<file path="config.mk">
export PLATFORM = sky130hd
export DESIGN_NAME = axi4_lite_slave
export DESIGN_NICKNAME = d
export VERILOG_FILES = /design/src/rtl/axi4_lite_pkg.sv /design/src/rtl/axi4_lite_regfile.sv /design/src/rtl/axi4_lite_slave.sv
export SDC_FILE = /design/constraint.sdc
export NUM_CORES = 1
export LEC_CHECK = 0
export CAP_MARGIN = 0
export CORE_AREA = 2 2 260 262
export CTS_CLUSTER_DIAMETER = 60
export CTS_CLUSTER_SIZE = 8
export DETAILED_ROUTE_END_ITERATION = 7
export DIE_AREA = 0 0 262 264
export PLACE_DENSITY = 0.7
export SYNTH_ARGS = -nofsm -noshare
export SYNTH_HDL_FRONTEND = slang
export SYNTH_SLANG_ARGS = --single-unit
</file>
<file path="constraint.sdc">
create_clock -name aclk -period 7.5 [get_ports aclk]
set_clock_uncertainty 0.1 [all_clocks]
set_input_delay 1.5 -clock aclk [delete_from_list [all_inputs] [get_ports aclk]]
set_output_delay 1.5 -clock aclk [all_outputs]
set_load 0.005 [all_outputs]
</file>
<file path="src/rtl/axi4_lite_pkg.sv">
// Shared AXI4-Lite definitions: response codes, slave channel FSM states and
// the write-request capture record.
package axi4_lite_pkg;

  localparam logic [1:0] RESP_OKAY   = 2'b00;
  localparam logic [1:0] RESP_EXOKAY = 2'b01;
  localparam logic [1:0] RESP_SLVERR = 2'b10;
  localparam logic [1:0] RESP_DECERR = 2'b11;

  typedef enum logic {W_IDLE, W_RESP} slv_wstate_t;
  typedef enum logic {R_IDLE, R_DATA} slv_rstate_t;

  // AW and W land independently, so the fields fill in separately
  typedef struct packed {
    logic [31:0] addr;
    logic [31:0] data;
    logic [3:0]  strb;
  } slv_wreq_t;

endpackage

</file>
<file path="src/rtl/axi4_lite_regfile.sv">
// Register storage for the AXI4-Lite slave: byte-strobed write port,
// asynchronous read port and a flat export of every register.
// AXIL_SLV_ID_REG_EN makes the top register a read-only ID constant.
module axi4_lite_regfile #(
  parameter int          NUM_REGS = 16,
  parameter logic [31:0] ID_VALUE = 32'hA11E_0001,
  localparam int         IDXW     = $clog2(NUM_REGS)
) (
  input  logic                     aclk,
  input  logic                     rst_n,
  input  logic                     we,
  input  logic [IDXW-1:0]          wr_idx,
  input  logic [31:0]              wdata,
  input  logic [3:0]               wstrb,
  input  logic [IDXW-1:0]          rd_idx,
  output logic [31:0]              rd_data,
  output logic                     wr_ro,
  output logic [NUM_REGS*32-1:0]   reg_out
);
  import axi4_lite_pkg::*;

`ifdef AXIL_SLV_ID_REG_EN
  localparam bit ID_EN = 1'b1;
`else
  localparam bit ID_EN = 1'b0;
  localparam logic [31:0] unused_id_value = ID_VALUE;
`endif

  localparam logic [IDXW-1:0] LAST = IDXW'(NUM_REGS - 1);

  logic [NUM_REGS-1:0][31:0] regs_q;

  // Write-protect flag for the index being written; lets the top pick SLVERR
  assign wr_ro = ID_EN && (wr_idx == LAST);

  // Byte-lane gated register update
  always_ff @(posedge aclk or negedge rst_n) begin
    if (!rst_n) begin
      regs_q <= '0;
    end else if (we) begin
      for (int b = 0; b < 4; b++)
        if (wstrb[b]) regs_q[wr_idx][8*b +: 8] <= wdata[8*b +: 8];
    end
  end

  assign rd_data = (ID_EN && (rd_idx == LAST)) ? ID_VALUE : regs_q[rd_idx];

  for (genvar i = 0; i < NUM_REGS; i++) begin : g_out
    assign reg_out[32*i +: 32] = (ID_EN && (i == NUM_REGS - 1)) ? ID_VALUE : regs_q[i];
  end

endmodule

</file>
<file path="src/rtl/axi4_lite_slave.sv">
// AXI4-Lite slave: independent write and read channel FSMs in front of a
// NUM_REGS x 32-bit register bank. All channel outputs are registered.
// Optional read-only ID register at the top index: AXIL_SLV_ID_REG_EN.
module axi4_lite_slave #(
  parameter int          NUM_REGS = 16,
  parameter logic [31:0] ID_VALUE = 32'hA11E_0001
) (
  input  logic                   aclk,
  input  logic                   rst_n,
  input  logic [31:0]            awaddr,
  input  logic                   awvalid,
  output logic                   awready,
  input  logic [31:0]            wdata,
  input  logic [3:0]             wstrb,
  input  logic                   wvalid,
  output logic                   wready,
  output logic [1:0]             bresp,
  output logic                   bvalid,
  input  logic                   bready,
  input  logic [31:0]            araddr,
  input  logic                   arvalid,
  output logic                   arready,
  output logic [31:0]            rdata,
  output logic [1:0]             rresp,
  output logic                   rvalid,
  input  logic                   rready,
  output logic [NUM_REGS*32-1:0] reg_out
);
  import axi4_lite_pkg::*;

  localparam int          IDXW = $clog2(NUM_REGS);
  localparam logic [31:0] SPAN = 32'(NUM_REGS * 4);

  slv_wstate_t wstate_q, wstate_n;
  slv_rstate_t rstate_q, rstate_n;
  slv_wreq_t   wreq_q, wreq_n;
  logic        aw_got_q, aw_got_n, w_got_q, w_got_n;
  logic        awready_q, awready_n, wready_q, wready_n;
  logic        bvalid_q, bvalid_n, rvalid_q, rvalid_n, arready_q, arready_n;
  logic [1:0]  bresp_q, bresp_n, rresp_q, rresp_n;
  logic [31:0] rdata_q, rdata_n;
  logic        aw_hs, w_hs, wr_ok;

  logic            rf_we, rf_wro;
  logic [IDXW-1:0] rf_widx, rf_ridx;
  logic [31:0]     rf_rdata;

  axi4_lite_regfile #(.NUM_REGS(NUM_REGS), .ID_VALUE(ID_VALUE)) u_rf (
    .aclk    (aclk),
    .rst_n   (rst_n),
    .we      (rf_we),
    .wr_idx  (rf_widx),
    .wdata   (wreq_n.data),
    .wstrb   (wreq_n.strb),
    .rd_idx  (rf_ridx),
    .rd_data (rf_rdata),
    .wr_ro   (rf_wro),
    .reg_out (reg_out)
  );

  // Merge this cycle's AW/W beats with whatever was captured earlier, so a
  // same-cycle completion sees the live bus values
  always_comb begin
    aw_hs  = awvalid && awready_q;
    w_hs   = wvalid && wready_q;
    wreq_n = wreq_q;
    if (aw_hs) wreq_n.addr = awaddr;
    if (w_hs) begin
      wreq_n.data = wdata;
      wreq_n.strb = wstrb;
    end
  end

  assign rf_widx = wreq_n.addr[2 +: IDXW];
  assign rf_ridx = araddr[2 +: IDXW];

  // Write FSM: collect AW and W in any order, commit, then hold B until taken
  always_comb begin
    wstate_n  = wstate_q;
    awready_n = awready_q;
    wready_n  = wready_q;
    bvalid_n  = bvalid_q;
    bresp_n   = bresp_q;
    aw_got_n  = aw_got_q;
    w_got_n   = w_got_q;
    rf_we     = 1'b0;
    wr_ok     = (wreq_n.addr < SPAN) && !rf_wro;
    case (wstate_q)
      W_IDLE: begin
        aw_got_n = aw_got_q || aw_hs;
        w_got_n  = w_got_q || w_hs;
        if (aw_got_n && w_got_n) begin
          rf_we     = wr_ok;
          bresp_n   = wr_ok ? RESP_OKAY : RESP_SLVERR;
          bvalid_n  = 1'b1;
          awready_n = 1'b0;
          wready_n  = 1'b0;
          aw_got_n  = 1'b0;
          w_got_n   = 1'b0;
          wstate_n  = W_RESP;
        end else begin
          awready_n = !aw_got_n;
          wready_n  = !w_got_n;
        end
      end
      W_RESP: begin
        if (bready) begin
          bvalid_n  = 1'b0;
          awready_n = 1'b1;
          wready_n  = 1'b1;
          wstate_n  = W_IDLE;
        end
      end
      default: wstate_n = W_IDLE;
    endcase
  end

  // Write channel state; readys come up on the first edge out of reset
  always_ff @(posedge aclk or negedge rst_n) begin
    if (!rst_n) begin
      wstate_q  <= W_IDLE;
      wreq_q    <= '0;
      aw_got_q  <= 1'b0;
      w_got_q   <= 1'b0;
      awready_q <= 1'b0;
      wready_q  <= 1'b0;
      bvalid_q  <= 1'b0;
      bresp_q   <= RESP_OKAY;
    end else begin
      wstate_q  <= wstate_n;
      wreq_q    <= wreq_n;
      aw_got_q  <= aw_got_n;
      w_got_q   <= w_got_n;
      awready_q <= awready_n;
      wready_q  <= wready_n;
      bvalid_q  <= bvalid_n;
      bresp_q   <= bresp_n;
    end
  end

  // Read FSM: sample the bank on the AR handshake, hold R until taken.
  // Sampling pre-edge storage gives old data on a colliding write commit.
  always_comb begin
    rstate_n  = rstate_q;
    arready_n = arready_q;
    rvalid_n  = rvalid_q;
    rresp_n   = rresp_q;
    rdata_n   = rdata_q;
    case (rstate_q)
      R_IDLE: begin
        arready_n = 1'b1;
        if (arvalid && arready_q) begin
          rdata_n   = (araddr < SPAN) ? rf_rdata : '0;
          rresp_n   = (araddr < SPAN) ? RESP_OKAY : RESP_SLVERR;
          rvalid_n  = 1'b1;
          arready_n = 1'b0;
          rstate_n  = R_DATA;
        end
      end
      R_DATA: begin
        if (rready) begin
          rvalid_n  = 1'b0;
          arready_n = 1'b1;
          rstate_n  = R_IDLE;
        end
      end
      default: rstate_n = R_IDLE;
    endcase
  end

  // Read channel state
  always_ff @(posedge aclk or negedge rst_n) begin
    if (!rst_n) begin
      rstate_q  <= R_IDLE;
      arready_q <= 1'b0;
      rvalid_q  <= 1'b0;
      rresp_q   <= RESP_OKAY;
      rdata_q   <= '0;
    end else begin
      rstate_q  <= rstate_n;
      arready_q <= arready_n;
      rvalid_q  <= rvalid_n;
      rresp_q   <= rresp_n;
      rdata_q   <= rdata_n;
    end
  end

  assign awready = awready_q;
  assign wready  = wready_q;
  assign bvalid  = bvalid_q;
  assign bresp   = bresp_q;
  assign arready = arready_q;
  assign rvalid  = rvalid_q;
  assign rresp   = rresp_q;
  assign rdata   = rdata_q;

endmodule

</file>
=== Word level (Yosys, flattened, before mapping) ===
Index checks and enable logic that the tools add are counted.

* $add $sub $neg: 0
* Shift operators: 0
* Order comparisons: 5
* Multiplexer cells: 50
* Multiply operators: 0
* Equality and inequality tests: 4
* Reductions and logical operators: 13
* Bitwise logic cells: 2
* Div/mod/pow operators: 0

{| class="wikitable"
|+ Operator list
! cell !! number
|-
| two-way mux 512 bit || 7
|-
| bitwise mux 512 bit || 4
|-
| demux 32 bit (select 4 bit) || 4
|-
| binary-select mux 32 bit (select 4 bit) || 1
|-
| two-way mux 32 bit || 4
|-
| less-than comparator 32 x 7 -> 1 bit, second input constant || 2
|-
| two-way mux 36 bit || 1
|-
| two-way mux 24 bit || 1
|-
| two-way mux 1 bit || 17
|-
| two-way mux 16 bit || 1
|-
| one-hot mux 1 bit (2 select lines) || 7
|-
| less-than comparator 4 x 5 -> 1 bit, second input constant || 2
|-
| two-way mux 8 bit || 1
|-
| != test 2 bit, second input constant || 4
|-
| AND reduction 2 bit || 4
|-
| logical AND 1 bit || 5
|-
| greater-or-equal comparator 4 x 1 -> 1 bit, second input constant || 1
|-
| two-way mux 2 bit || 2
|-
| logical NOT 1 bit || 2
|-
| logical OR 1 bit || 2
|-
| NOT 1 bit || 2
|}

* Output and inout port bits: 553
* Memory bits (read-only): 0
* Flip-flop bits (word level): 625
* Input bits: 107
* Latch bits: 0
* RAM bits: 0
* Logic and storage cells: 105
* Memories kept: 0

=== Logic depth before layout (Yosys ltp) ===
* Word-level depth: 17
* Depth in mapped cells: 7
* Depth with buffers taken out: 5

=== Cells and area by module ===
From an unflattened synthesis, not the netlist that was laid out.

* Cells, all modules: 1736
* Area total of the unflattened synthesis: 27525.1 µm²

{| class="wikitable"
|+ Modules (own cells, without submodules)
! module !! cells an instance !! area an instance (µm²) !! times used
|-
| axi4_lite_regfile || 1449 || 23271.1 || 1
|-
| axi4_lite_slave || 287 || 4254.1 || 1
|}

=== Least setup slack after synthesis ===
OpenSTA, ideal clock, no wires.

* Path kind: in2reg
* Start point: input port awaddr[20]
* End point: register u_rf.regs_q, in the netlist u_rf.reg_out[32]
* Slack: 3567 ps
* Arrival time: 3708 ps
* Buffers on the path: 2
* Stages on the path: 7
* Setup time: 125 ps
* Path through: or4_1 or4_1 buf_6 a211oi_4 buf_12 nand3_4 mux2_4

* Cells in the longest elaborated chain, start to end: 4

{| class="wikitable"
|+ Ends and longest elaborated chain
! item !! RTL line !! text
|-
| start, declared || axi4_lite_slave.sv:10 || <nowiki>input logic [31:0] awaddr,</nowiki>
|-
| two-way mux 32 bit || axi4_lite_slave.sv:67 || <nowiki>if (aw_hs) wreq_n.addr = awaddr;</nowiki>
|-
| less-than comparator 32 x 7 -> 1 bit || axi4_lite_slave.sv:87 || <nowiki>wr_ok = (wreq_n.addr < SPAN) && !rf_wro;</nowiki>
|-
| two-way mux 1 bit || axi4_lite_slave.sv:92 || <nowiki>if (aw_got_n && w_got_n) begin</nowiki>
|-
| two-way mux 1 bit || axi4_lite_slave.sv:88 || <nowiki>case (wstate_q)</nowiki>
|-
| end signal, assigned by index || axi4_lite_regfile.sv:42 || <nowiki>if (wstrb[b]) regs_q[wr_idx][8*b +: 8] <= wdata[8*b +: 8];</nowiki>
|-
| end, declared || axi4_lite_regfile.sv:31 || <nowiki>logic [NUM_REGS-1:0][31:0] regs_q;</nowiki>
|}

Every way passes these cells.
A chain may end at the register's enable or synchronous reset.

=== Worst setup path after layout ===
* Start point: input port awvalid
* End point: register u_rf.regs_q, in the netlist u_rf.reg_out[241]

* Cells in the longest elaborated chain, start to end: 14
* Elaborated cells between the ends (all ways): 26
* Those cells by class: order compare (3); mux (19); reduce/logical (4)

{| class="wikitable"
|+ Ends and longest elaborated chain
! item !! RTL line !! text
|-
| start, declared || axi4_lite_slave.sv:11 || <nowiki>input logic awvalid,</nowiki>
|-
| logical AND 1 bit * || axi4_lite_slave.sv:64 || <nowiki>aw_hs = awvalid && awready_q;</nowiki>
|-
| two-way mux 32 bit || axi4_lite_slave.sv:67 ||
|-
| demux 32 bit (select 4 bit) || - ||
|-
| bitwise mux 512 bit || axi4_lite_regfile.sv:42 ||
|-
| two-way mux 512 bit || axi4_lite_regfile.sv:42 ||
|-
| two-way mux 512 bit || axi4_lite_regfile.sv:40 || <nowiki>end else if (we) begin</nowiki>
|-
| bitwise mux 512 bit || axi4_lite_regfile.sv:42 ||
|-
| two-way mux 512 bit || axi4_lite_regfile.sv:42 ||
|-
| two-way mux 512 bit || axi4_lite_regfile.sv:40 ||
|-
| bitwise mux 512 bit || axi4_lite_regfile.sv:42 ||
|-
| two-way mux 512 bit || axi4_lite_regfile.sv:42 ||
|-
| two-way mux 512 bit || axi4_lite_regfile.sv:40 ||
|-
| bitwise mux 512 bit || axi4_lite_regfile.sv:42 ||
|-
| two-way mux 512 bit || axi4_lite_regfile.sv:42 ||
|}

Mark *: on every way between the ends. The rest lies on a longest branch, timed or not. The select of a mux whose other input is x is not followed.

==> out/results.ini <==
[status]
outcome=finished clean

[placement]
io_buffers=653
place_congestion=0.871
hpwlAfterDp_mm=68.2

[synthesis]
ys_top_cells_by_area=dfrtp_1, mux2_2, mux4_2
netlist_area_sq_um=28100
yosys_warnings=0
avgSynthCellArea_sq_um=16.1
postSynth.asyncResetShare_pct=100
synth_cells=1746
synth-edff-count=0
synthFlopType=dfrtp_1
ys_ff_latch=621
synth-seq-area-share_pct=55.2
yosysTopAreaCellShare_pct=55.2
synth.distinct_cells=46
post-synth-top-area-cell=dfrtp_1

[worst_setup_path]
path_cells=clkdlybuf4s50_1 > nand2_1 > nand4b_1 > a22oi_1 > and4_1 > mux2_2
critical-path-slowest-cell=nand4b_1
critPathArrivalTime_ns=5.40
cp-start-kind=primary input
crit_type=primary input to flop
cp_top_family=simple AND/OR/NAND/NOR gates
cp-end-kind=flop
critPathBufInv=1
required_ns=7.88
cp_max_fo=16
critical_path.max_stage_delay_ns=0.84

[floorplan]
die_y_microns=264
ios=660
die_w_microns=262
rows=95
die-area_sq_um=69200
coreArea_sq_um=66600
start_util_pct=42.3

[routing]
drt_pass1_iterations=5
routed_wl_mm=99.6
via_per_inst=5.82
drcViolationCount=0
dr.first_iter.drc_count=1306
wl_per_cell_microns=30.3
postRouteAntennaNets=0
vias=19100

[cts]
clk_path_buf_depth=3
clkLatencyLatePin_ns=0.62
cts.clk_slew.worst_paths_ns=0.05
post-cts-setup-buffers=0
cts-root-buf=clkbuf_16
cts_buffers=89
cts_tree=yes
cts_resized=0
clkSinkCount=621
hold_buffers=0
cts_htree_levels=3

[sta]
rsz0062_at_grt=no
maxSlewViolCount=0
setup-violations-final=0
hold_viol=0
period_minus_slack_ns=5.02
fin_setup_tns_ns=0
clock.fmax_mhz=199
tightest_slew_ns=1.09
slew_headroom_pct=27.3
timing.final.crit_share_pct=66.9

[global_routing]
grt_use_total_pct=28.6
grt.overflow.total=0
grt_max_degree=184
grt_pass1_vias=20400
grt_pass1_wl_mm=143
antenna_found_initial=5

[final_layout]
drive_above_1_share_pct=37.6
utilization_pct=57.0
nNetsFinal=2507
multi_input_area_sq_um=12100
final_common_cell=clkdlybuf4s50_1
layout_common_cells=clkdlybuf4s50_1, dfrtp_1, mux2_2
area_growth_pct=34.9
seqCellArea_sq_um=15500
final.fill_count=5238

[min_path]
min_path_type=flop to flop

[flow_run]
cap_violations=0

[power_and_ir_drop]
powerDensity_nw_per_um2=222
leakagePower_nw=17.0
vdd_drop_max_uv=222

==> cell usage after synthesis (all sizes together), types with 3 or more instances <==
master and count:
a211oi 18, a31oi 9, and4 7, and4b 4
buf 38, clkbuf 71, dfrtp 621, inv 11
mux2 574, mux2i 5, mux4 128, nand2 40
nand2b 5, nand3 59, nand3b 4, nand4 3
nor2 15, nor4 15, o22ai 64, o31ai 32
or4 3
==> per-layer routing <==
metal	part of all wire, %	up-vias	wire, microns	global-route usage [%]
li1	-	7958	-	-
met1	40	10200	39600	36.4
met2	49	781	48500	47.0
met3	8.5	157	8500	8.33
met4	3.0	2	3010	9.44
met5	0.0090	-	9	0
==> sequential cells by signal, indices dropped and copies added, names as in the netlist <==
| register | count |
|---|---|
| rvalid | 1 |
| rresp | 1 |
| rstate_q | 1 |
| w_got_q | 1 |
| awready | 1 |
| arready | 1 |
| wreq_q | 66 |
| u_rf.reg_out | 512 |
| bresp | 1 |
| aw_got_q | 1 |
| wstate_q | 1 |
| rdata | 32 |
| bvalid | 1 |
| wready | 1 |
==> cell families (layout without fill, tap and decap cells) <==
family,after synthesis,after routing,share of synthesized area (%)
AOI/OAI and AO/OA,134,134,3.57
buffers and inverters,120,782,1.96
DFF,621,621,55.2
muxes,707,707,34.0
other,1,6,0.0133
and+or+nand+nor,163,163,5.17
==> cell type report <==
class / count / share of cell area (%)
sequential: 621 / 41.0
inverter: 11 / 0.109
antenna: 4 / 0.0264
multi-input combinational: 1006 / 31.9
clock buffer: 93 / 6.05
clock inverter: 7 / 0.317
timing repair buffer: 671 / 17.8
tap: 873 / 2.88
==> power by group <==
part | switching (mW) | total [mW] | internal (mW)
Sequential | 0.0958 | 3.65 | 3.55
Combinational | 0.808 | 1.16 | 0.348
Clock | 1.43 | 3.61 | 2.18
Total | 2.33 | 8.41 | 6.08
==> stage by stage <==
stage	cell area [sq um]	cells	power (mW)	setup WS (ns)	hold slack (ns)
after floorplan	28100	1747	4.39	3.57	0.340
after global placement	35500	3182	4.80	2.21	0.363
after detailed placement	35500	3182	4.86	1.98	0.365
after CTS	37900	3282	8.49	2.65	0.377
after global routing	37900	3286	8.75	2.42	0.399
final	37900	3286	8.41	2.48	0.370
==> tightest hold or removal path: cells and delay by family, from the launching register on <==
family	cells	cell delay [ns]
flops	1	0.33
compound gates	1	0.05
simple gates	1	0.05
==> final timing paths <==
| check | cells after the start | slack [ns] | startpoint | to |
|---|---|---|---|---|
| worst max-delay path | 6 | 2.48 | awvalid | u_rf.reg_out[241]$_DFFE_PN0P_ |
| worst min-delay path | 2 | 0.37 | rdata[13]$_DFFE_PN0P_ | rdata[13]$_DFFE_PN0P_ |
| worst max register to register | 5 | 3.50 | awready$_DFFE_PN0P_ | u_rf.reg_out[241]$_DFFE_PN0P_ |
| worst min register to register | 2 | 0.37 | rdata[13]$_DFFE_PN0P_ | rdata[13]$_DFFE_PN0P_ |
| max in group asynchronous | 2 | 4.75 | rst_n | u_rf.reg_out[81]$_DFFE_PN0P_ |
| min in group asynchronous | 1 | 0.86 | rst_n | wreq_q[33]$_DFF_PN0_ |
Note: power is estimated with default switching activity, not from simulation.
